===== src/rtl/snake_pkg.sv =====
// snake_pkg: shared encodings for the snake game blocks (controller, draw,
// collision checker). Game state, direction and collision code values live
// here so every block agrees on them.
package snake_pkg;

    typedef enum logic [1:0] {
        ST_IDLE      = 2'b00,
        ST_PLAY      = 2'b01,
        ST_PAUSE     = 2'b10,
        ST_GAME_OVER = 2'b11
    } game_state_t;

    typedef enum logic [2:0] {
        DIR_IDLE  = 3'b000,
        DIR_UP    = 3'b001,
        DIR_DOWN  = 3'b010,
        DIR_LEFT  = 3'b011,
        DIR_RIGHT = 3'b100
    } dir_t;

    localparam logic [1:0] COLL_NONE  = 2'b00;
    localparam logic [1:0] COLL_WALL  = 2'b01;
    localparam logic [1:0] COLL_APPLE = 2'b10;
    localparam logic [1:0] COLL_SELF  = 2'b11;

    // Direction that would make the snake reverse onto itself.
    function automatic dir_t opposite_dir(input dir_t d);
        case (d)
            DIR_UP:    return DIR_DOWN;
            DIR_DOWN:  return DIR_UP;
            DIR_LEFT:  return DIR_RIGHT;
            DIR_RIGHT: return DIR_LEFT;
            default:   return DIR_IDLE;
        endcase
    endfunction

    // Highest-priority pressed button: UP > DOWN > LEFT > RIGHT.
    function automatic dir_t button_dir(input logic up, input logic down,
                                        input logic left, input logic right);
        if (up)         return DIR_UP;
        else if (down)  return DIR_DOWN;
        else if (left)  return DIR_LEFT;
        else if (right) return DIR_RIGHT;
        else            return DIR_IDLE;
    endfunction

endpackage


===== src/rtl/snake_tick_gen.sv =====
// snake_tick_gen: counts video frames and raises o_tick on the frame that
// completes one move period. The period shrinks by one on each speedup
// request, never below MIN_TICK_FRAMES.
import snake_pkg::*;

module snake_tick_gen #(
    parameter int TICK_FRAMES     = 8,
    parameter int MIN_TICK_FRAMES = 2
) (
    input  logic i_clk,
    input  logic i_reset,
    input  logic i_enable,
    input  logic i_clear,
    input  logic i_speedup,
    input  logic i_frame_start,
    output logic o_tick
);

    localparam logic [7:0] PERIOD_INIT = 8'(TICK_FRAMES);
    localparam logic [7:0] PERIOD_MIN  = 8'(MIN_TICK_FRAMES);

    logic [7:0] r_count;
    logic [7:0] r_period;
    logic       w_last;

    // ">=" rather than "==": a speedup can drop the period below a count
    // already reached, and that count must still complete on its next frame.
    assign w_last = (r_count >= (r_period - 8'd1));
    assign o_tick = i_enable & i_frame_start & w_last;

    // Frame counter and move period; the new period applies to the next count.
    always_ff @(posedge i_clk) begin
        if (i_reset || i_clear) begin
            r_count  <= 8'd0;
            r_period <= PERIOD_INIT;
        end else begin
            if (i_enable && i_frame_start) begin
                r_count <= w_last ? 8'd0 : (r_count + 8'd1);
            end
            if (i_speedup && (r_period > PERIOD_MIN)) begin
                r_period <= r_period - 8'd1;
            end
        end
    end

endmodule


===== src/rtl/snake_game_ctrl.sv =====
// snake_game_ctrl: game sequencer. Owns the IDLE/PLAY/(PAUSE)/GAME_OVER state
// machine, turns frame ticks into a one-cycle move strobe, commits player
// turns with reversal rejection, scores apples and ends the game on a wall or
// self hit. Optional pause support is compiled in with SNAKE_PAUSE_EN.
// Handshake: there is none; o_update is a single-cycle strobe and all other
// outputs are levels, all registered, valid every cycle.
import snake_pkg::*;

module snake_game_ctrl #(
    parameter int TICK_FRAMES      = 8,
    parameter int MIN_TICK_FRAMES  = 2,
    parameter int GAME_OVER_FRAMES = 120
) (
    input  logic       i_clk,
    input  logic       i_reset,
    input  logic       i_frame_start,
    input  logic       i_btn_up,
    input  logic       i_btn_down,
    input  logic       i_btn_left,
    input  logic       i_btn_right,
    input  logic       i_btn_start,
    input  logic [1:0] i_collision,
    output logic [1:0] o_game_state,
    output logic [2:0] o_direction,
    output logic       o_update,
    output logic [7:0] o_score
);

    localparam logic [7:0] GO_LAST = 8'(GAME_OVER_FRAMES - 1);

    game_state_t r_state;
    game_state_t w_next_state;
    dir_t        r_direction;
    dir_t        r_pending_dir;
    dir_t        w_btn_dir;
    logic        r_start_d;
    logic        r_apple_d;
    logic        r_update;
    logic [7:0]  r_score;
    logic [7:0]  r_go_count;

    logic w_start_edge;
    logic w_apple_edge;
    logic w_fatal;
    logic w_play_entry;
    logic w_run;
    logic w_tick;
    logic w_speedup;
    logic w_go_done;

    assign w_start_edge = i_btn_start & ~r_start_d;
    assign w_apple_edge = (i_collision == COLL_APPLE) & ~r_apple_d;
    assign w_fatal      = (i_collision == COLL_WALL) | (i_collision == COLL_SELF);
    assign w_btn_dir    = button_dir(i_btn_up, i_btn_down, i_btn_left, i_btn_right);
    assign w_speedup    = (r_state == ST_PLAY) & w_apple_edge;
    assign w_go_done    = (r_state == ST_GAME_OVER) & i_frame_start & (r_go_count == GO_LAST);

    // w_run gates the frame counter, so a move due in a cycle that leaves
    // PLAY (fatal hit or pause) is dropped and the count stays frozen.
    snake_tick_gen #(
        .TICK_FRAMES     (TICK_FRAMES),
        .MIN_TICK_FRAMES (MIN_TICK_FRAMES)
    ) u_tick_gen (
        .i_clk         (i_clk),
        .i_reset       (i_reset),
        .i_enable      (w_run),
        .i_clear       (w_play_entry),
        .i_speedup     (w_speedup),
        .i_frame_start (i_frame_start),
        .o_tick        (w_tick)
    );

    // Next-state decode plus the PLAY-entry and run strobes.
    always_comb begin
        w_next_state = r_state;
        w_play_entry = 1'b0;
        w_run        = 1'b0;
        case (r_state)
            ST_IDLE: begin
                if (w_start_edge) begin
                    w_next_state = ST_PLAY;
                    w_play_entry = 1'b1;
                end
            end
            ST_PLAY: begin
                if (w_fatal) begin
                    w_next_state = ST_GAME_OVER;
                end
`ifdef SNAKE_PAUSE_EN
                else if (w_start_edge) begin
                    w_next_state = ST_PAUSE;
                end
`endif
                else begin
                    w_run = 1'b1;
                end
            end
`ifdef SNAKE_PAUSE_EN
            ST_PAUSE: begin
                if (w_start_edge) begin
                    w_next_state = ST_PLAY;
                end
            end
`endif
            ST_GAME_OVER: begin
                if (w_go_done) begin
                    w_next_state = ST_IDLE;
                end
            end
            default: w_next_state = ST_IDLE;
        endcase
    end

    // State register.
    always_ff @(posedge i_clk) begin
        if (i_reset) r_state <= ST_IDLE;
        else         r_state <= w_next_state;
    end

    // Edge-detector history for the start button and the apple code.
    always_ff @(posedge i_clk) begin
        if (i_reset) begin
            r_start_d <= 1'b0;
            r_apple_d <= 1'b0;
        end else begin
            r_start_d <= i_btn_start;
            r_apple_d <= (i_collision == COLL_APPLE);
        end
    end

    // Frames spent in GAME_OVER; restarts from zero on every entry.
    always_ff @(posedge i_clk) begin
        if (i_reset || (r_state != ST_GAME_OVER)) r_go_count <= 8'd0;
        else if (i_frame_start)                   r_go_count <= r_go_count + 8'd1;
    end

    // Pending turn: latest non-reversing button press; a new game starts stationary.
    always_ff @(posedge i_clk) begin
        if (i_reset || w_play_entry) begin
            r_pending_dir <= DIR_IDLE;
        end else if ((r_state == ST_PLAY) && (w_btn_dir != DIR_IDLE) &&
                     (w_btn_dir != opposite_dir(r_direction))) begin
            r_pending_dir <= w_btn_dir;
        end
    end

    // Committed direction: takes the pending turn together with each move.
    always_ff @(posedge i_clk) begin
        if (i_reset || w_play_entry || w_go_done) r_direction <= DIR_IDLE;
        else if (w_tick)                          r_direction <= r_pending_dir;
    end

    // Move strobe, one cycle after the completing frame.
    always_ff @(posedge i_clk) begin
        if (i_reset) r_update <= 1'b0;
        else         r_update <= w_tick;
    end

    // Score: cleared on a new game, one per apple edge, saturating.
    always_ff @(posedge i_clk) begin
        if (i_reset || w_play_entry) begin
            r_score <= 8'd0;
        end else if (w_speedup && (r_score != 8'hFF)) begin
            r_score <= r_score + 8'd1;
        end
    end

    assign o_game_state = r_state;
    assign o_direction  = r_direction;
    assign o_update     = r_update;
    assign o_score      = r_score;

endmodule

===== config.mk =====
export PLATFORM = sky130hd
export DESIGN_NAME = snake_game_ctrl
export DESIGN_NICKNAME = d
export VERILOG_FILES = /design/src/rtl/snake_pkg.sv /design/src/rtl/snake_tick_gen.sv /design/src/rtl/snake_game_ctrl.sv
export SDC_FILE = /design/constraint.sdc
export NUM_CORES = 1
export LEC_CHECK = 0
export CAP_MARGIN = 20
export CORE_UTILIZATION = 56
export DETAILED_ROUTE_END_ITERATION = 7
export PLACE_DENSITY = 0.75
export SLEW_MARGIN = 20
export SYNTH_ARGS = -nofsm -noshare
export SYNTH_HDL_FRONTEND = slang
export SYNTH_HIERARCHICAL = 1
export SYNTH_SLANG_ARGS = --single-unit

===== constraint.sdc =====
create_clock -name i_clk -period 4 [get_ports i_clk]
set_clock_uncertainty 0.15 [all_clocks]
set_input_delay 0.8 -clock i_clk [delete_from_list [all_inputs] [get_ports i_clk]]
set_output_delay 0.8 -clock i_clk [all_outputs]
set_load 0.01 [all_outputs]

==> key figures <==
Clock tree
  • Clock root buffer: clkbuf_8
  • Post-CTS Setup Repair Bufs: 0
  • H-tree depth: 2
  • TritonCTS Buffers: 5
  • Maximum clock path buffer count: 2
  • TritonCTS clock tree: yes
  • Clock-pin slew on the worst setup and hold paths: 0.09 ns
  • Cts repair resizes: 0
  • Hold_buf cts: 0
  • CTS sink cnt: 43
  • Later-pin clock latency in the skew report: 0.29 ns

Yosys
  • Count leader, synth: dfxtp_1
  • Asr flop ratio synth: 0
  • Synth Register Bits: 43
  • Top FF cell, synth: dfxtp_1
  • Leading area contributor after synthesis: dfxtp_1
  • Mapped Cells: 252
  • Cell variety after synth: 51
  • Yosys top cell area share: 0.382
  • Post-Syn Nets: 275
  • Mapped Area: 0.00226 mm²
  • Seq/Total Area, Yosys: 0.382
  • Warnings from Yosys: 6
  • Top cells by count, synth: dfxtp_1, nor2_1, nand2_1
  • Synth top area cells: dfxtp_1, ha_1, xor2_1
  • Post-synth EDFFs: 0
  • Syn avg cell area: 8.95 µm²

Timing
  • Setup WS post-layout: 0.835 ns
  • Worst-margin pin slew: 0.683 ns
  • Slew Viols, Final: 0
  • Final setup viols: 0
  • Final Critical Period: 3.16 ns
  • Hold Vio Cnt, Final: 0
  • RSZ-0062 raised after global routing: no
  • Final period util: 0.791
  • Max Fclk: 0.316 GHz
  • Relative slew margins: 0.538
  • Setup TNS: 0 ns

Route
  • Initial DRC Count: 92
  • Via density: 5.72
  • Post-route DRC: 0
  • Routed len/inst: 13.5 µm
  • Remaining antenna violation count: 0
  • Vias: 1,872
  • Router iterations before antenna repair: 4
  • Routed WL: 4410 µm

Layout
  • Layout cells sized above 1: 0.0609
  • Ant diodes: 0
  • Final net count: 301
  • Final core utilization: 0.705
  • Design area: 0.00266 mm²
  • Syn-to-layout area delta: 17.8%

Place
  • PortBufs: 23
  • Placed cell area: 0.00252 mm²
  • Gpl congestion: 0.811
  • Post-DP HPWL: 3170 µm
  • Pre-CTS worst setup slack: 0.869 ns

Die
  • Core area: 0.00377 mm²
  • Die height: 65.5 µm
  • Row cnt: 22
  • Starting density of the core: 0.598
  • Chip width: 65.5 µm
  • I/O Pins: 24
  • Die ar.: 0.00429 mm²

GRT
  • First-pass GRT wire length: 7540 µm
  • Vias in the first global route: 1,702
  • Tot GR Track Use: 0.223
  • Initial antenna violation count: 0
  • Gr ovfl total: 0
  • Largest net degree at the start of global routing: 14

Pwr
  • Peak VDD IR: 0.392 mV
  • Sw Share: 0.219
  • Clock share of power: 0.431
  • PwrDens: 347 mW/mm²
  • Logic gate share of total power: 0.088
  • NetSw: 0.201 mW
  • Leakage: 0.981 nW
  • Seq pwr share: 0.481
  • Int Pwr: 0.720 mW

Job
  • Number of max-cap violations: 0

Worst setup path
  • CP Max Fanout: 8
  • Most frequent CP cell: nor2_1
  • Worst EP required: 4.03 ns
  • Arrival time worst endpoint: 3.19 ns
  • Max stage delay on crit path: 0.58 ns
  • R2R Setup Slk: 0.84 ns
  • Critical Path Sink Type: register
  • FF-to-FF End: o_direction[1]$_SDFFE_PP0P_
  • Crit Path Class: reg -> reg
  • Critical Path, Cell by Cell: or4_4 -> or4_1 -> xor2_1 -> ha_1 -> nand2_1 -> o21ai_0 -> a31oi_1 -> buf_4 -> nor2_1 -> mux2i_1 -> nor2_1
  • Origin of the critical flop-to-flop path: u_tick_gen/r_period[3]$_SDFFE_PP1P_
  • Critical-path cell with the highest stage delay: or4_4
  • Worst Setup Start Kind: register
  • R2R depth: 11

Worst hold path
  • Hold depth: 2
  • Hold path startpoint: r_pending_dir[1]$_SDFFE_PP0P_
  • Hold endpoint: r_pending_dir[1]$_SDFFE_PP0P_
  • Worst hold path class: reg -> reg

Status
  • Status: completed
per-layer routing:
metal	share of wire	GRT usage	routed length [µm]
met3	0.033	0.0417	144
met2	0.45	0.354	1990
met4	0.0059	0.0516	26
met1	0.51	0.311	2250
met5	0	0	0
flip-flops by register name (all words and copies together) (netlist names), 2 cells and up:
register	count
o_direction	3
o_game_state	2
o_score	8
r_go_count	8
r_pending_dir	3
u_tick_gen/r_count	8
u_tick_gen/r_period	8
through the flow:
stage	std cells	hold slack, ns	power, mW
6_report	327	0.351	0.922
5_1_grt	327	0.386	0.956
4_1_cts	327	0.357	0.925
3_5_place_dp	319	0.347	0.533
3_3_place_gp	319	0.342	0.532
2_1_floorplan	252	0.313	0.507
worst max path at each step:
stage | startpoint | endpoint | depth (start not counted)
6_report | u_tick_gen/r_period[3]$_SDFFE_PP1P_ | o_direction[1]$_SDFFE_PP0P_ | 11
5_1_grt | u_tick_gen/r_period[3]$_SDFFE_PP1P_ | o_direction[2]$_SDFFE_PP0P_ | 11
2_1_floorplan | u_tick_gen/r_period[3]$_SDFFE_PP1P_ | o_direction[0]$_SDFFE_PP0P_ | 10
4_1_cts | u_tick_gen/r_period[3]$_SDFFE_PP1P_ | o_direction[1]$_SDFFE_PP0P_ | 11
3_3_place_gp | u_tick_gen/r_period[3]$_SDFFE_PP1P_ | o_direction[2]$_SDFFE_PP0P_ | 11
3_5_place_dp | u_tick_gen/r_period[3]$_SDFFE_PP1P_ | o_direction[1]$_SDFFE_PP0P_ | 11
worst max-delay path: cells and delay by family (launching register included):
family / cells / cell delay [ns]
AOI/OAI and AO/OA: 2 / 0.24
xor gates and xnor gates: 1 / 0.18
adders and majority gates: 1 / 0.30
buffers and inverters: 1 / 0.17
DFF: 1 / 0.35
muxes: 1 / 0.23
and+or+nand+nor: 5 / 1.45
logic make-up after synthesis:
| group | share of synthesized area |
|---|---|
| buffers and inverters | 0.0244 |
| muxes | 0.0266 |
| DFF | 0.382 |
| and+or+nand+nor | 0.269 |
| adders and majority gates | 0.0721 |
| xor gates and xnor gates | 0.0854 |
| AOI/OAI and AO/OA | 0.141 |
area by class of cell:
cell class / instances / area (µm²)
Fill cell: 306 / 1110
Clock buffer: 6 / 72.6
Clock inverter: 2 / 60.1
Inverter: 7 / 26.3
Tap cell: 48 / 60.1
Sequential cell: 43 / 861
Multi-Input combinational cell: 197 / 1340
Timing Repair Buffer: 24 / 238
layout by cell type, fill, tap and decap left out, types with 2 or more instances in the layout:
cell type and n:
o211ai_1 3, ha_1 13, and2_1 2, nor2_1 33
nor2b_1 5, nand2_1 21, bufinv_16 2, mux2i_1 6
nand2b_1 4, and3_1 4, a31oi_1 4, or3_1 4
nand3_1 8, nor3b_1 3, or4_1 2, o21ai_0 8
or2_2 3, o41ai_1 3, dfxtp_1 43, clkdlybuf4s50_1 23
a21oi_1 14, xor2_1 17, nand3b_1 2, nand4_1 5
xnor2_1 5, and4_1 2, inv_1 7, nor3_1 5
clkbuf_8 5
power by group through the flow:
stage	clock network (mW)	registers [mW]	logic, mW
after global routing	0.421	0.445	0.0902
final	0.397	0.444	0.0808
after global placement	0	0.454	0.0785
after floorplan	0	0.450	0.0570
after CTS	0.401	0.443	0.0809
after detailed placement	0	0.454	0.0796
Note: power is estimated with default switching activity, not from simulation.
